==> src/rtl/psec5_spi_ctrl_readout_if.sv <==
// SPI pin bundle between the external master and the PSEC5 control block.
`timescale 1ns/1ps
interface psec5_spi_ctrl_readout_if;
  logic cs_n;
  logic serial_in;
  logic serial_out;

  modport master (
    output cs_n,
    output serial_in,
    input  serial_out
  );

  modport slave (
    input  cs_n,
    input  serial_in,
    output serial_out
  );
endinterface

==> src/rtl/psec5_spi_ctrl_readout.sv <==
// PSEC5 SPI slave: configuration registers, instruction pulses and the
// per-channel CNT_SER readout multiplexer onto serial_out.
`timescale 1ns/1ps
module psec5_spi_ctrl_readout #(
  parameter int unsigned NCH          = 8,
  parameter int unsigned BYTES_PER_CH = 7,
  parameter logic [7:0]  RO_BASE      = 8'h04
) (
  input  logic                  sclk,
  input  logic                  rstn,
  psec5_spi_ctrl_readout_if.slave spi,
  input  logic [7:0]            pll_locked,
  input  logic [NCH-1:0]        raw_serial_out,
  output logic                  inst_rst,
  output logic                  inst_start,
  output logic                  inst_readout,
  output logic [NCH-1:0]        load_cnt_ser,
  output logic [NCH-1:0]        mux_control_signal,
  output logic [7:0]            mode,
  output logic [7:0]            trigger_channel_mask,
  output logic [7:0]            disc_polarity,
  output logic [7:0]            vco_control,
  output logic [7:0]            pll_div_ratio,
  output logic [7:0]            slow_mode,
  output logic [4:0]            trig_delay,
  output logic [2:0]            select_reg
);

  localparam int unsigned    RO_I    = {24'd0, RO_BASE};
  localparam logic [NCH-1:0] LSB_ONE = {{(NCH-1){1'b0}}, 1'b1};

  typedef enum logic {PH_ADDR, PH_DATA} phase_t;

  phase_t     phase;
  logic [2:0] bit_cnt;
  logic [6:0] shreg;
  logic [7:0] addr;
  logic [6:0] tx_sh;
  logic [7:0] byte_in;
  logic [7:0] next_addr;
  logic [7:0] rd_data;
  logic       byte_done;
  logic       wr_en;
  logic       frame_clr_n;

  // One-hot channel owning address a, or zero outside the readout window.
  function automatic logic [NCH-1:0] win_sel(input logic [7:0] a);
    int unsigned ai;
    ai = {24'd0, a};
    win_sel = '0;
    for (int unsigned i = 0; i < NCH; i++) begin
      if (ai >= RO_I + BYTES_PER_CH * i && ai < RO_I + BYTES_PER_CH * (i + 1))
        win_sel = win_sel | (LSB_ONE << i);
    end
  endfunction

  // One-hot channel whose window begins exactly at address a.
  function automatic logic [NCH-1:0] win_first(input logic [7:0] a);
    int unsigned ai;
    ai = {24'd0, a};
    win_first = '0;
    for (int unsigned i = 0; i < NCH; i++) begin
      if (ai == RO_I + BYTES_PER_CH * i)
        win_first = win_first | (LSB_ONE << i);
    end
  endfunction

  // Frame state is wiped both by chip reset and by deselecting the chip.
  assign frame_clr_n = rstn & ~spi.cs_n;
  assign byte_in     = {shreg, spi.serial_in};
  assign byte_done   = (bit_cnt == 3'd7);
  assign wr_en       = byte_done && (phase == PH_DATA);
  assign next_addr   = (phase == PH_ADDR) ? byte_in : addr + 8'd1;

  // Readback value of the current address (window addresses stream instead).
  always_comb begin
    rd_data = '0;
    case (addr)
      8'h00:   rd_data = pll_locked;
      8'h02:   rd_data = mode;
      8'h03:   rd_data = trigger_channel_mask;
      8'h3C:   rd_data = disc_polarity;
      8'h3D:   rd_data = vco_control;
      8'h3E:   rd_data = pll_div_ratio;
      8'h3F:   rd_data = slow_mode;
      8'h40:   rd_data = {3'b000, trig_delay};
      8'h41:   rd_data = {5'b00000, select_reg};
      default: rd_data = '0;
    endcase
  end

  // Frame FSM: bit capture, address tracking, instruction and load pulses.
  always_ff @(posedge sclk or negedge frame_clr_n) begin
    if (!frame_clr_n) begin
      phase              <= PH_ADDR;
      bit_cnt            <= '0;
      shreg              <= '0;
      addr               <= '0;
      inst_rst           <= 1'b0;
      inst_start         <= 1'b0;
      inst_readout       <= 1'b0;
      load_cnt_ser       <= '0;
      mux_control_signal <= '0;
    end else begin
      bit_cnt      <= bit_cnt + 3'd1;
      shreg        <= byte_in[6:0];
      inst_rst     <= 1'b0;
      inst_start   <= 1'b0;
      inst_readout <= 1'b0;
      load_cnt_ser <= '0;
      if (byte_done) begin
        phase              <= PH_DATA;
        addr               <= next_addr;
        mux_control_signal <= win_sel(next_addr);
        load_cnt_ser       <= win_first(next_addr);
        if (phase == PH_DATA && addr == 8'h01) begin
          inst_rst     <= byte_in[0];
          inst_start   <= byte_in[1];
          inst_readout <= byte_in[2];
        end
      end
    end
  end

  // Configuration registers survive deselect; only chip reset clears them.
  always_ff @(posedge sclk or negedge rstn) begin
    if (!rstn) begin
      mode                 <= '0;
      trigger_channel_mask <= '0;
      disc_polarity        <= '0;
      vco_control          <= '0;
      pll_div_ratio        <= '0;
      slow_mode            <= '0;
      trig_delay           <= '0;
      select_reg           <= '0;
    end else if (wr_en) begin
      case (addr)
        8'h02:   mode                 <= byte_in;
        8'h03:   trigger_channel_mask <= byte_in;
        8'h3C:   disc_polarity        <= byte_in;
        8'h3D:   vco_control          <= byte_in;
        8'h3E:   pll_div_ratio        <= byte_in;
        8'h3F:   slow_mode            <= byte_in;
        8'h40:   trig_delay           <= byte_in[4:0];
        8'h41:   select_reg           <= byte_in[2:0];
        default: ;
      endcase
    end
  end

  // MISO driver: stream the selected channel, else shift out the readback
  // byte latched on the falling edge that ends the previous byte.
  always_ff @(negedge sclk or negedge frame_clr_n) begin
    if (!frame_clr_n) begin
      spi.serial_out <= 1'b0;
      tx_sh          <= '0;
    end else if (|mux_control_signal) begin
      spi.serial_out <= |(raw_serial_out & mux_control_signal);
    end else if (phase == PH_DATA && bit_cnt == 3'd0) begin
      spi.serial_out <= rd_data[7];
      tx_sh          <= rd_data[6:0];
    end else begin
      spi.serial_out <= tx_sh[6];
      tx_sh          <= {tx_sh[5:0], 1'b0};
    end
  end

endmodule

==> src/flat_wrapper.sv <==
// flat-port wrapper written by rule: the top's interface ports become plain ports
module psec5_spi_ctrl_readout_flat 
#(
  parameter int unsigned NCH          = 8,
  parameter int unsigned BYTES_PER_CH = 7,
  parameter logic [7:0]  RO_BASE      = 8'h04
)
  (sclk, rstn, pll_locked, raw_serial_out, inst_rst, inst_start, inst_readout, load_cnt_ser, mux_control_signal, mode, trigger_channel_mask, disc_polarity, vco_control, pll_div_ratio, slow_mode, trig_delay, select_reg, spi_cs_n, spi_serial_in, spi_serial_out);
  psec5_spi_ctrl_readout_if spi_i ();
  input  logic sclk;
  input  logic rstn;
  input  logic [7:0] pll_locked;
  input  logic [NCH-1:0] raw_serial_out;
  output logic inst_rst;
  output logic inst_start;
  output logic inst_readout;
  output logic [NCH-1:0] load_cnt_ser;
  output logic [NCH-1:0] mux_control_signal;
  output logic [7:0] mode;
  output logic [7:0] trigger_channel_mask;
  output logic [7:0] disc_polarity;
  output logic [7:0] vco_control;
  output logic [7:0] pll_div_ratio;
  output logic [7:0] slow_mode;
  output logic [4:0] trig_delay;
  output logic [2:0] select_reg;
  input wire logic [$bits(spi_i.cs_n)-1:0] spi_cs_n;
  input wire logic [$bits(spi_i.serial_in)-1:0] spi_serial_in;
  output wire logic [$bits(spi_i.serial_out)-1:0] spi_serial_out;
  assign spi_i.cs_n = spi_cs_n;
  assign spi_i.serial_in = spi_serial_in;
  assign spi_serial_out = spi_i.serial_out;
  psec5_spi_ctrl_readout #(.NCH(NCH), .BYTES_PER_CH(BYTES_PER_CH), .RO_BASE(RO_BASE)) u_core (.sclk(sclk), .rstn(rstn), .spi(spi_i), .pll_locked(pll_locked), .raw_serial_out(raw_serial_out), .inst_rst(inst_rst), .inst_start(inst_start), .inst_readout(inst_readout), .load_cnt_ser(load_cnt_ser), .mux_control_signal(mux_control_signal), .mode(mode), .trigger_channel_mask(trigger_channel_mask), .disc_polarity(disc_polarity), .vco_control(vco_control), .pll_div_ratio(pll_div_ratio), .slow_mode(slow_mode), .trig_delay(trig_delay), .select_reg(select_reg));
endmodule
==> config.mk <==
export PLATFORM = sky130hd
export DESIGN_NAME = psec5_spi_ctrl_readout_flat
export DESIGN_NICKNAME = d
export VERILOG_FILES = /design/src/rtl/psec5_spi_ctrl_readout_if.sv /design/src/rtl/psec5_spi_ctrl_readout.sv /design/src/flat_wrapper.sv
export SDC_FILE = /design/constraint.sdc
export NUM_CORES = 1
export LEC_CHECK = 0
export ABC_CLOCK_PERIOD_IN_PS = 8250
export CORE_MARGIN = 2
export CORE_UTILIZATION = 44
export DETAILED_ROUTE_END_ITERATION = 8
export PLACE_DENSITY = 0.69
export REMOVE_ABC_BUFFERS = 1
export SYNTH_ARGS = -nofsm -noshare
export SYNTH_HDL_FRONTEND = slang
export SYNTH_SLANG_ARGS = --single-unit
==> constraint.sdc <==
create_clock -name sclk -period 8.25 [get_ports sclk]
set_input_delay 1.65 -clock sclk [delete_from_list [all_inputs] [get_ports sclk]]
set_output_delay 1.65 -clock sclk [all_outputs]
set_load 0.005 [all_outputs]
==> results.toml <==
[critical_path]
critPathBufInv = 1
r2r_slack_ps = 1630
worstSetupPathType = "flip-flop to output port"
crit_required_ps = 6600
crit-reg2reg-launch = "u_core.addr[0]"
crit_chain = "clkdlybuf4s50_1"
arrival_ps = 5440
critPathLaunch = "u_core.spi.serial_out"
critPathSlowestCell = "clkdlybuf4s50_1"
max_stage_delay_ps = 520
start_kind = "flip-flop"
cp_top_family = "buffers and inverters"
worst-r2r-cell-count = 6
critPathCaptureType = "output port"
critPathMaxFanout = 1
regToRegEndpoint = "u_core.tx_sh[6]"

[synthesis]
synth_edf_count = 0
ys_seq_area_share_pct = 50.67
synthCells = 436
synth.top_cells.by_area = "dfrtp_1 (47%), mux2_2 (13%), dfrtn_1 (4.0%), and3_1 (2.1%), a22o_1 (2.1%)"
yosysMostFrequentCell = "dfrtp_1"
syn-cell-area_sq_mm = 0.005037
synthArstFlopShare_pct = 100.0
yosysTopAreaCellShare_pct = 46.70
ys_seq_elements = 102
postSynthAreaPerCell_sq_um = 11.55
ys_top_cells_by_count = "dfrtp_1 (94), mux2_2 (58), nand2_1 (25)"
synth.largest_area_cell = "dfrtp_1"
synth_warnings = 0
ys.flop_type = "dfrtp_1"
ys_types = 66

[detailed_routing]
dr.first_iter.drc_count = 307
drt_first_pass_iters = 5
wl_per_cell_microns = 21.17
viasPerCell = 5.977
routed_wl_mm = 14.04
drtAntennaViolNets = 0
route.detailed.drc = 0
via_count = 3963

[hold_path]
hold_path_class = "flip-flop to flip-flop"
hp-start = "u_core.bit_cnt[0]"
holdPathStages = 1
holdPathEnd = "u_core.bit_cnt[0]"

[die]
num_rows = 39
fp.dieH_microns = 111.0
die_w_microns = 111.0
io_pins = 96
start_util_pct = 44.69
die-area_sq_mm = 0.01232
core_sq_mm = 0.01127

[grt]
grt-busiest-layer = "met2"
met2_usage_pct = 35.87
overflow = 0
grt_max_degree = 57
grt_pass1_vias = 4033
grt_first_pass_wirelength_mm = 22.63
antenna_found_initial = 0
grt_util_all_layers_pct = 23.43
grt_use_met1_pct = 34.04
grtUsageMet3_pct = 5.139

[clocking]
cts_resized = 0
clk_pin_slew_worst_paths_ps = 70
clkSinkCount = 102
clockBufferDepth = 2
insertion_delay_ps = 350
hold_buffers = 0
cts_setup_buffers = 0
cts_tree = "done"
cts-root-buf = "clkbuf_16"
h-tree-depth = 3
cts_made_buffers = 9

[layout]
nNetsFinal = 542
antenna_cells = 0
regArea_sq_mm = 0.002552
stdcell_count = 663
area_delta_synth_final_pct = 26.11
multi_input_area_sq_mm = 0.002285
nFillCells = 958
drive_above_1_share_pct = 19.23

[timing]
tns_ps = 0
setup_ws_ps = 1162
skew_ps = 9.885
tightest_slew_ps = 976.1
hold_violations = 0
maxSlewHeadroom_pct = 34.93
setup_viol = 0
slew_violations = 0
rsz0062_at_grt = "false"

[place]
dp_cells = 647
port_buffers = 95
hpwlAfterDp_mm = 9.743
place_ws_ps = 1103
gp_congestion = 0.8667

[run]
maxCapViolations = 0

[power_and_ir_drop]
cellPowerDensity_mw_per_mm2 = 216.0
vdd_drop_max_v = 0.0001236
p_leak_nw = 2.787

[outcome]
outcome = "finished, final reports clean"
[placed cells by master, fill, tap and decap left out, types with 3 or more instances in the layout]
cell / instances
o32ai_1: 3
o21ai_1: 4
nand3_1: 9
clkdlybuf4s50_1: 94
nor2b_1: 3
dfrtp_1: 94
a31oi_1: 5
nor2_1: 18
and2_1: 4
buf_4: 4
ha_1: 7
a221oi_1: 4
nand2b_1: 4
and3_1: 17
a21oi_1: 12
a22o_1: 12
xnor2_1: 3
dfrtn_1: 8
clkbuf_16: 9
o22ai_1: 7
nor3_1: 6
a22oi_1: 13
mux2_2: 58
a21boi_0: 3
inv_1: 12
nor4_1: 4
nand2_1: 25
o21ai_0: 10
nand4_1: 10
a222oi_1: 3
[metal layers]
metal | vias up | part of all wire, %
li1 | 1783 | -
met1 | 2005 | 45
met2 | 154 | 46
met3 | 21 | 7.1
met4 | 0 | 1.6
met5 | - | 0
[final cells by class]
type | count | area share [%]
sequential | 102 | 40.18
multi-input combinational | 291 | 35.97
timing repair buffer | 99 | 15.36
clock buffer | 10 | 3.762
tap | 143 | 2.817
clock inverter | 6 | 1.201
inverter | 12 | 0.7091
[metrics by stage]
stage | hold WS [ps] | util, % | cell area [sq um] | total power, mW
final | 453.1 | 56.35 | 6352 | 1.372
after global placement | 428.8 | 53.56 | 6037 | 0.9221
after CTS | 457.3 | 56.35 | 6352 | 1.372
after floorplan | 415.6 | - | 4875 | 0.7999
after global routing | 482.4 | 56.35 | 6352 | 1.439
after detailed placement | 447.5 | 53.56 | 6037 | 0.9256
[logic make-up (layout without fill, tap and decap cells)]
kind of cell	count (synthesis)	after routing	synth area share [%]
AND/OR/NAND/NOR	121	121	14.03
flip-flops	102	102	50.67
AO/OA/AOI/OAI	98	98	15.10
multiplexers	62	62	13.81
buffers and inverters	43	127	4.123
adder cells (fa/ha/maj)	7	7	1.739
XOR/XNOR	3	3	0.5217
[power by group]
part | switching (mW) | leakage (nW) | internal (mW)
combinational | 0.200 | 1.27 | 0.136
clock | 0.197 | 0.149 | 0.249
sequential | 0.0510 | 1.37 | 0.539
[how the worst max path moves through the flow]
stage | end | slack (ps) | cells after the start
final | spi_serial_out | 1160 | 1
after floorplan | u_core.spi.serial_out | -180 | 1
after global placement | u_core.spi.serial_out | 1130 | 5
after CTS | spi_serial_out | 1170 | 1
after global routing | spi_serial_out | 1150 | 1
after detailed placement | u_core.tx_sh[0] | 1100 | 5
Power figures use the tool's default switching activity.
